**src/rtl/sensor_debounce_sync.sv**
```systemverilog
// Input conditioning for the irrigation controller: two-flop synchroniser, per-channel
// stability-counter debounce, registered edge pulses and a sticky all-quiet flag.
module sensor_debounce_sync #(
    parameter int N_CH     = 7,
    parameter int DEBOUNCE = 50000,
    parameter int CNT_W    = 16
) (
    input  logic            clk,
    input  logic            reset,
    input  logic [N_CH-1:0] raw_in,
    output logic [N_CH-1:0] clean_out,
    output logic [N_CH-1:0] rise_pulse,
    output logic [N_CH-1:0] fall_pulse,
    output logic            settled
);

    localparam logic [CNT_W-1:0] CNT_LAST   = CNT_W'(DEBOUNCE - 1);
    localparam logic [CNT_W-1:0] CNT_ONE    = CNT_W'(1);
    localparam logic [CNT_W-1:0] SETTLE_MAX = CNT_W'(DEBOUNCE);

    logic [N_CH-1:0] sync1_reg;
    logic [N_CH-1:0] sync2_reg;
    logic [N_CH-1:0] diff;

    always_ff @(posedge clk) begin
        if (reset) begin
            sync1_reg <= '0;
            sync2_reg <= '0;
        end else begin
            sync1_reg <= raw_in;
            sync2_reg <= sync1_reg;
        end
    end

    genvar gi;
    generate
        for (gi = 0; gi < N_CH; gi++) begin : g_ch
            logic [CNT_W-1:0] cnt_reg;
            logic [CNT_W-1:0] cnt_next;
            logic             clean_reg;
            logic             clean_next;
            logic             rise_reg;
            logic             rise_next;
            logic             fall_reg;
            logic             fall_next;

            // A change is only accepted after DEBOUNCE consecutive disagreeing samples;
            // any agreeing sample in between restarts the count.
            always_comb begin
                cnt_next   = cnt_reg;
                clean_next = clean_reg;
                rise_next  = 1'b0;
                fall_next  = 1'b0;
                if (sync2_reg[gi] == clean_reg) begin
                    cnt_next = '0;
                end else if (cnt_reg == CNT_LAST) begin
                    cnt_next   = '0;
                    clean_next = sync2_reg[gi];
                    rise_next  = sync2_reg[gi];
                    fall_next  = ~sync2_reg[gi];
                end else begin
                    cnt_next = cnt_reg + CNT_ONE;
                end
            end

            always_ff @(posedge clk) begin
                if (reset) begin
                    cnt_reg   <= '0;
                    clean_reg <= 1'b0;
                    rise_reg  <= 1'b0;
                    fall_reg  <= 1'b0;
                end else begin
                    cnt_reg   <= cnt_next;
                    clean_reg <= clean_next;
                    rise_reg  <= rise_next;
                    fall_reg  <= fall_next;
                end
            end

            assign clean_out[gi]  = clean_reg;
            assign rise_pulse[gi] = rise_reg;
            assign fall_pulse[gi] = fall_reg;
        end
    endgenerate

    assign diff = sync2_reg ^ clean_out;

    logic [CNT_W-1:0] scnt_reg;
    logic [CNT_W-1:0] scnt_next;
    logic             settled_reg;
    logic             settled_next;

    // Settle counter saturates so a long quiet period cannot wrap it.
    always_comb begin
        scnt_next = scnt_reg;
        if (|diff) begin
            scnt_next = '0;
        end else if (scnt_reg != SETTLE_MAX) begin
            scnt_next = scnt_reg + CNT_ONE;
        end
        settled_next = settled_reg | (scnt_reg == SETTLE_MAX);
    end

    always_ff @(posedge clk) begin
        if (reset) begin
            scnt_reg    <= '0;
            settled_reg <= 1'b0;
        end else begin
            scnt_reg    <= scnt_next;
            settled_reg <= settled_next;
        end
    end

    assign settled = settled_reg;

endmodule

```
**config.mk**
```make
export PLATFORM = sky130hd
export DESIGN_NAME = sensor_debounce_sync
export DESIGN_NICKNAME = d
export VERILOG_FILES = /design/src/rtl/sensor_debounce_sync.sv
export SDC_FILE = /design/constraint.sdc
export NUM_CORES = 1
export LEC_CHECK = 0
export ABC_AREA = 1
export BUFFER_PORTS_ARGS = -buffer_cell sky130_fd_sc_hd__buf_2
export CAP_MARGIN = 20
export CELL_PAD_IN_SITES_DETAIL_PLACEMENT = 0
export CELL_PAD_IN_SITES_GLOBAL_PLACEMENT = 1
export CORE_MARGIN = 4
export CORE_UTILIZATION = 45
export CTS_BUF_LIST = sky130_fd_sc_hd__clkbuf_8 sky130_fd_sc_hd__clkbuf_16
export CTS_CLUSTER_SIZE = 10
export DETAILED_ROUTE_END_ITERATION = 6
export HOLD_SLACK_MARGIN = 0.12
export PLACE_DENSITY = 0.78
export SLEW_MARGIN = 20
export SYNTH_ARGS = -nofsm -noshare
export SYNTH_HDL_FRONTEND = slang
export SYNTH_SLANG_ARGS = --single-unit
export TNS_END_PERCENT = 20
```
**constraint.sdc**
```tcl
create_clock -name clk -period 1.9 [get_ports clk]
set_input_delay 0.38 -clock clk [delete_from_list [all_inputs] [get_ports clk]]
set_output_delay 0.38 -clock clk [all_outputs]
set_load 0.01 [all_outputs]
```
==> results of run 1 <==
==> through the flow <==
| stage | instances | worst slack [ps] | hold WS (ps) | power, µW |
|---|---|---|---|---|
| CTS | 1450 | 232 | 145 | 7390 |
| floorplan | 1193 | 513 | 388 | 3650 |
| global placement | 1418 | 312 | 390 | 3690 |
| global route | 1450 | 114 | 152 | 7550 |
| finish | 1450 | 242 | 164 | 7280 |
| detailed placement | 1418 | 241 | 396 | 3690 |
==> synthesized netlist by cell type <==
cell and n:
nand2_1 274, nor2_1 236, dfxtp_1 164, inv_1 161
nand3_1 77, a21oi_1 47, nand4_1 43, nor2_2 35
buf_4 22, xor2_1 20, xnor2_1 16, nor3_1 14
nand2_2 13, o21ai_0 12, a21oi_2 10, ha_1 9
buf_6 7, or2_2 7, inv_2 5, nand3_2 4
o21bai_1 3, or2_0 3, buf_8 2, clkbuf_1 2
nor2_4 2, nand2_4 1, nand3b_1 1, nand4_2 1
nor4_1 1, o21ai_1 1
==> final cells by class <==
class,instances,area [µm²],area share (%)
timing repair buffer,33,185,2.07
sequential,164,3280,36.6
tap,225,282,3.14
clock buffer,23,508,5.67
clock inverter,9,140,1.56
inverter,166,623,6.95
multi-input combinational,830,3940,44.0
==> worst min path at each step <==
stage	slack, ps	endpoint
CTS	140	sync1_reg[1]$_SDFF_PP0_
detailed placement	400	sync2_reg[0]$_SDFF_PP0_
finish	160	sync1_reg[1]$_SDFF_PP0_
floorplan	390	sync2_reg[0]$_SDFF_PP0_
global route	150	sync1_reg[1]$_SDFF_PP0_
global placement	390	sync2_reg[3]$_SDFF_PP0_
==> metal layers <==
metal / global-route usage, % / vias to the layer above / share of wire [%]
li1: - / 3738 / -
met3: 3.73 / 13 / 2.5
met5: 0 / - / 0
met1: 24.0 / 2956 / 53
met2: 26.3 / 59 / 44
met4: 4.80 / 0 / 1.2
==> report_power, final <==
| group | internal [µW] | switching [µW] |
|---|---|---|
| combinational | 41.0 | 92.9 |
| sequential | 3460 | 12.4 |
| clock | 2290 | 1390 |
==> cells by family (layout without fill, tap and decap cells) <==
group | after synthesis | in the layout | share of synthesized area [%]
fa+ha+maj | 9 | 9 | 1.39
buf+inv | 199 | 231 | 11.1
simple gates | 712 | 712 | 38.2
compound gates | 73 | 73 | 5.05
xor+xnor | 36 | 36 | 3.88
flops | 164 | 164 | 40.4
==> worst register-to-register path, cell delays in order, from the launching register on <==
cell     delay [ps]
dfxtp_1         410
ha_1            230
nand3_2         130
nor2_2          160
nand3_1         140
nand2_2         370
a21oi_1          80
==> results.yml, run 1 <==
route:
  drt_iter0_markers: 318
  avgRoutedWirePerCell_um: 11.1
  ant_nets: 0
  first_pass_iters: 5
  via_per_inst: 4.67
  drt-total-wl_um: 16100
  route.detailed.drc: 0
  vias: 6766
clock_tree:
  postCtsHoldBufs: 0
  cts.clk_slew.worst_paths_ps: 60
  cts_setup_buffers: 0
  cts-htree-levels: 4
  clockRootBuffer: "clkbuf_16"
  cts.sinks: 164
  insertion_delay_ps: 420
  numCtsBuffers: 17
  cts_tree: "yes"
  clockBufferDepth: 2
  post_cts_resized: 0
worst_setup_path:
  reg2reg_to: "g_ch[1].cnt_reg[7]$_SDFF_PP0_"
  path_max_fanout: 16
  critPathBufInv: 0
  reg2reg_from: "g_ch[1].cnt_reg[0]$_SDFF_PP0_"
  path_depth: 6
  r2r_setup_slack_ps: 240
  crit_end: "g_ch[1].cnt_reg[7]$_SDFF_PP0_"
  worst_r2r_path_depth: 6
  start_kind: "register"
  worstPathRequired_ps: 2180
  critPathCaptureType: "register"
  slowest_delay_ps: 410
  cp_data_arrival_time_ps: 1940
  worstSetupStartpoint: "g_ch[1].cnt_reg[0]$_SDFF_PP0_"
  crit_family: "simple AND/OR/NAND/NOR gates"
  path_cells: "ha_1, nand3_2, nor2_2, nand3_1, nand2_2, a21oi_1"
  path_class: "register to register"
  critical-path-slowest-cell: "dfxtp_1"
global_route:
  overflow: 0
  grt_max_degree: 26
  grt_pass1_wl_um: 28700
  antenna_found_initial: 0
  grt_pass1_vias: 6299
  grtUsageTotal_pct: 17.0
power_and_ir_drop:
  leakagePower_uw: 0.00324
  powerDensity_nw_per_um2: 813
  peakVddDrop_v: 0.000637
sta:
  slew_headroom_pct: 70.4
  maxClockFrequency_ghz: 0.603
  period_minus_slack_ps: 1660
  setup_viol: 0
  slew_viol_final: 0
  rsz0062_at_grt: "no"
  tightest_slew_ps: 443
  setup-tns-final_ps: 0
  hold_violations: 0
  post-route-period-util_pct: 87.3
  clock_skew_ps: 9.41
finish:
  drive_gt1_share_pct: 11.7
  fill_cells: 1799
  design_area_um2: 8960
  final_common_cell: "nand2_1"
  most-common-layout-cells: "274 x nand2_1, 236 x nor2_1, 164 x dfxtp_1, 161 x inv_1, 77 x nand3_1"
  area_delta_synth_final_pct: 10.3
  fin_util_pct: 51.3
  fin_nets: 1230
  largest_reg_flops: 112
  antennaDiodeCount: 0
logic_synthesis:
  yosys.area.top_type_share_pct: 40.4
  yosysSeqAreaShare_pct: 40.4
  synth.distinct_cells: 30
  yosysTopAreaCell: "dfxtp_1"
  synth_fp_nets: 1211
  synth.top_cells.by_area: "dfxtp_1 40%, nand2_1 13%, nor2_1 11%"
  synthCells: 1193
  yosys_warnings: 0
  ys_seq_elements: 164
  syn_area_um2: 8130
  syn_avg_cell_area_um2: 6.81
floorplan:
  initial_utilization_pct: 46.5
  coreArea_um2: 17500
  die-area_um2: 20300
  io_pins: 31
  std_cell_rows: 48
  die_x_um: 142
  fp.dieH_um: 142
min_path:
  min_from: "raw_in[1]"
  hp-class: "input port to register"
  hold_depth: 3
placed_design:
  port-buffer-count: 30
  place_area_um2: 8310
  dpl.hpwl_um: 12000
  globalplace.congestion: 0.766
run:
  cap_violations: 0
run_status:
  status: "finished clean"
Power figures use the tool's default switching activity.
==> run 2: changes to the inputs <==
- CORE_UTILIZATION: 45 -> 48
- PLACE_DENSITY: 0.78 -> 0.82
- clock period: 1.9 -> 2.1 ns (I/O delays scaled with it)
==> results.yml, run 2 (synthesis results as in run 1) <==
run_status:
  status: "finished clean"
route:
  route.met3.wl_um: 436
  via_per_inst: 4.70
  vias: 6784
  top_layer: "met4"
  avgRoutedWirePerCell_um: 11.1
  drt-total-wl_um: 16000
  met1_length_um: 8200
  dr_wl_met2_um: 7290
  ant_nets: 0
  route.detailed.drc: 0
  drt_iter0_markers: 271
  first_pass_iters: 5
floorplan:
  fp.dieH_um: 138
  die-area_um2: 19100
  io_pins: 31
  initial_utilization_pct: 49.0
  die_x_um: 138
  std_cell_rows: 47
  coreArea_um2: 16600
clock_tree:
  clockRootBuffer: "clkbuf_16"
  cts.sinks: 164
  insertion_delay_ps: 420
  cts_setup_buffers: 0
  cts_tree: "yes"
  clockBufferDepth: 2
  cts.clk_slew.worst_paths_ps: 60
  numCtsBuffers: 17
  post_cts_resized: 0
  postCtsHoldBufs: 0
  cts-htree-levels: 4
finish:
  regArea_um2: 3280
  largest_reg_flops: 112
  area_delta_synth_final_pct: 9.41
  final_common_cell: "nand2_1"
  most-common-layout-cells: "274 x nand2_1, 236 x nor2_1, 164 x dfxtp_1, 163 x inv_1, 77 x nand3_1"
  fill_cells: 1762
  multiInputGateArea_um2: 3940
  fin_nets: 1228
  antennaDiodeCount: 0
  design_area_um2: 8890
  drive_gt1_share_pct: 11.4
  fin_util_pct: 53.6
sta:
  tightest_slew_ps: 438
  rsz0062_at_grt: "no"
  slew_viol_final: 0
  setup_viol: 0
  clock_skew_ps: 9.84
  period_minus_slack_ps: 1610
  hold_violations: 0
  slew_headroom_pct: 70.7
  maxClockFrequency_ghz: 0.623
  setup-tns-final_ps: 0
  whs_ps: 204
  post-route-period-util_pct: 76.5
  fin_ws_ps: 494
global_route:
  grt_max_degree: 26
  grt_pass1_vias: 6206
  antenna_found_initial: 0
  grt_pass1_wl_um: 28000
  grtUsageTotal_pct: 17.2
  overflow: 0
run:
  cap_violations: 0
placed_design:
  port-buffer-count: 30
  globalplace.congestion: 0.823
  dpl.hpwl_um: 11700
  dpl_worst_slack_ps: 408
  place_area_um2: 8290
worst_setup_path:
  path_class: "register to register"
  path_max_fanout: 16
  critical-path-slowest-cell: "dfxtp_1"
  worstSetupStartpoint: "g_ch[1].cnt_reg[0]$_SDFF_PP0_"
  reg2reg_from: "g_ch[1].cnt_reg[0]$_SDFF_PP0_"
  path_cells: "ha_1, nand3_2, nor2_2, nand3_1, nand2_2, a21oi_1"
  start_kind: "register"
  critPathCaptureType: "register"
  slowest_delay_ps: 410
  worstPathRequired_ps: 2390
  r2r_setup_slack_ps: 490
  cp_data_arrival_time_ps: 1900
power_and_ir_drop:
  peakVddDrop_v: 0.000633
  powerDensity_nw_per_um2: 722
  leakagePower_uw: 0.00321
min_path:
  min_from: "raw_in[6]"
  hp-class: "input port to register"
run 2: final timing paths:
| kind | depth (start not counted) | endpoint |
|---|---|---|
| max | 6 | g_ch[1].cnt_reg[4]$_SDFF_PP0_ |
| max reg2reg | 6 | g_ch[1].cnt_reg[4]$_SDFF_PP0_ |
| min reg2reg | 2 | sync2_reg[5]$_SDFF_PP0_ |
| min | 3 | sync1_reg[6]$_SDFF_PP0_ |
run 2: area by class of cell:
cell class	instances	area share (%)
Timing Repair Buffer	31	1.91
Inverter	166	7.01
Sequential cell	164	36.9
Tap cell	220	3.10
Clock inverter	14	1.82
Clock buffer	18	4.94
Multi-Input combinational cell	830	44.3
run 2: metrics by stage:
stage / std cells / power (µW)
after floorplan: 1193 / 3310
after global placement: 1411 / 3330
after detailed placement: 1411 / 3330
after CTS: 1443 / 6520
after global routing: 1443 / 6670
final: 1443 / 6420
run 2: layer usage:
metal / global-route usage [%] / up-vias
li1: - / 3735
met1: 22.9 / 2990
met2: 28.2 / 49
met3: 4.21 / 10
met4: 4.73 / 0
met5: 0 / -
run 2: worst max-delay path: cells and delay by family, from the launching register on:
kind,cells,cell delay (ps)
AO/OA/AOI/OAI,1,80
adder cells (fa/ha/maj),1,230
flip-flops,1,410
AND/OR/NAND/NOR,4,760
run 2: where the power goes:
part	internal (µW)	leakage (µW)	switching (µW)
Sequential	3130	0.00132	10.8
Clock	1890	0.000295	1270
Combinational	35.9	0.00159	84.1
Total	5060	0.00321	1360
==> run 3: changes to the inputs <==
- CORE_UTILIZATION: 48 -> 45
- PLACE_DENSITY: 0.82 -> 0.78
- clock period: 2.1 -> 1.65 ns (I/O delays scaled with it)
==> results.yml, run 3 (synthesis results as in run 1) <==
run_status:
  status: "finished clean"
sta:
  post-route-period-util_pct: 90.3
  rsz0062_at_grt: "no"
  clock_skew_ps: 8.37
  setup_viol: 0
  hold_violations: 0
  tightest_slew_ps: 344
  period_minus_slack_ps: 1490
  slew_headroom_pct: 77.0
  setup-tns-final_ps: 0
  slew_viol_final: 0
  maxClockFrequency_ghz: 0.672
route:
  avgRoutedWirePerCell_um: 11.1
  drt_iter0_markers: 249
  first_pass_iters: 4
  vias: 6754
  drt-total-wl_um: 16200
  via_per_inst: 4.61
  ant_nets: 0
  route.detailed.drc: 0
clock_tree:
  cts.sinks: 164
  cts_tree: "yes"
  post_cts_resized: 0
  insertion_delay_ps: 420
  cts-htree-levels: 4
  cts.clk_slew.worst_paths_ps: 60
  numCtsBuffers: 17
  clockBufferDepth: 2
  clockRootBuffer: "clkbuf_16"
min_path:
  min_from: "raw_in[6]"
  hp-class: "input port to register"
  hold_depth: 3
global_route:
  grt_pass1_vias: 6275
  antenna_found_initial: 0
  grt_pass1_wl_um: 28700
  grt_max_degree: 24
  grtUsageTotal_pct: 17.0
  overflow: 0
power_and_ir_drop:
  totalPowerFinal_uw: 8450
  powerDensity_nw_per_um2: 928
  leakagePower_uw: 0.00334
  peakVddDrop_v: 0.00115
floorplan:
  die_x_um: 142
  die-area_um2: 20300
  std_cell_rows: 48
  coreArea_um2: 17500
  io_pins: 31
  initial_utilization_pct: 46.5
  fp.dieH_um: 142
worst_setup_path:
  worstPathRequired_ps: 1950
  worstSetupStartpoint: "g_ch[6].cnt_reg[0]$_SDFF_PP0_"
  worst_r2r_path_depth: 6
  path_class: "register to register"
  reg2reg_from: "g_ch[6].cnt_reg[0]$_SDFF_PP0_"
  critPathCaptureType: "register"
  cp_data_arrival_time_ps: 1790
  path_max_fanout: 16
  start_kind: "register"
placed_design:
  globalplace.congestion: 0.814
  place_area_um2: 8440
  dpl.hpwl_um: 12100
  port-buffer-count: 30
  dpl.cell_count: 1431
finish:
  multiInputGateArea_um2: 3940
  area_delta_synth_final_pct: 12.0
  drive_gt1_share_pct: 12.3
  regArea_um2: 3280
  most-common-layout-cells: "274 x nand2_1, 236 x nor2_1, 164 x dfxtp_1, 163 x inv_1, 77 x nand3_1"
  design_area_um2: 9100
  antennaDiodeCount: 0
  fill_cells: 1756
  stdcell_count: 1465
  largest_reg_flops: 112
  fin_nets: 1246
  final_common_cell: "nand2_1"
run:
  cap_violations: 0
run 3: what timing repair did:
action                    4_1_cts  5_1_grt
buffers inserted                0        0
hold endpoints to repair        3        0
hold buffers                    3        0
run 3: where the power goes:
group	internal, µW	switching, µW	total, µW
Clock	2740	1540	4280
Combinational	64.3	111	176
Sequential	3980	12.9	4000
Total	6790	1670	8450
run 3: worst max-delay path, cell delays in order (launching register included):
cell and delay, ps:
dfxtp_1 360, ha_1 220, nand3_1 170, nor2_2 140, nand3_1 120, nand2_2 270
nor2_1 80
run 3: worst paths after layout:
check / slack [ps] / end
min: 140 / sync1_reg[6]$_SDFF_PP0_
min reg2reg: 400 / sync2_reg[4]$_SDFF_PP0_
max: 160 / g_ch[6].cnt_reg[11]$_SDFF_PP0_
max reg2reg: 160 / g_ch[6].cnt_reg[11]$_SDFF_PP0_
run 3: stage by stage:
step / util, % / setup slack, ps / hold slack, ps
after global routing: 52.1 / 7.13 / 129
final: 52.1 / 161 / 144
after detailed placement: 48.3 / 170 / 395
after CTS: 52.1 / 132 / 121
after floorplan: - / 263 / 388
after global placement: 48.3 / 223 / 391
run 3: cell type report:
class	instances	share of cell area (%)
multi-input cells	830	43.3
well taps	225	3.09
clock buffers	19	4.97
inverters	166	6.84
clock inverters	12	2.05
flip-flops and latches	164	36.1
repair buffers	49	3.71
run 3: layer usage:
layer  part of all wire [%]  global-route usage (%)  vias up
li1                       -                       -     3768
met1                     54                    23.9     2927
met2                     43                    26.5       54
met3                    2.4                    3.56        5
met4                   0.64                    5.10        0
met5                      0                       0        -
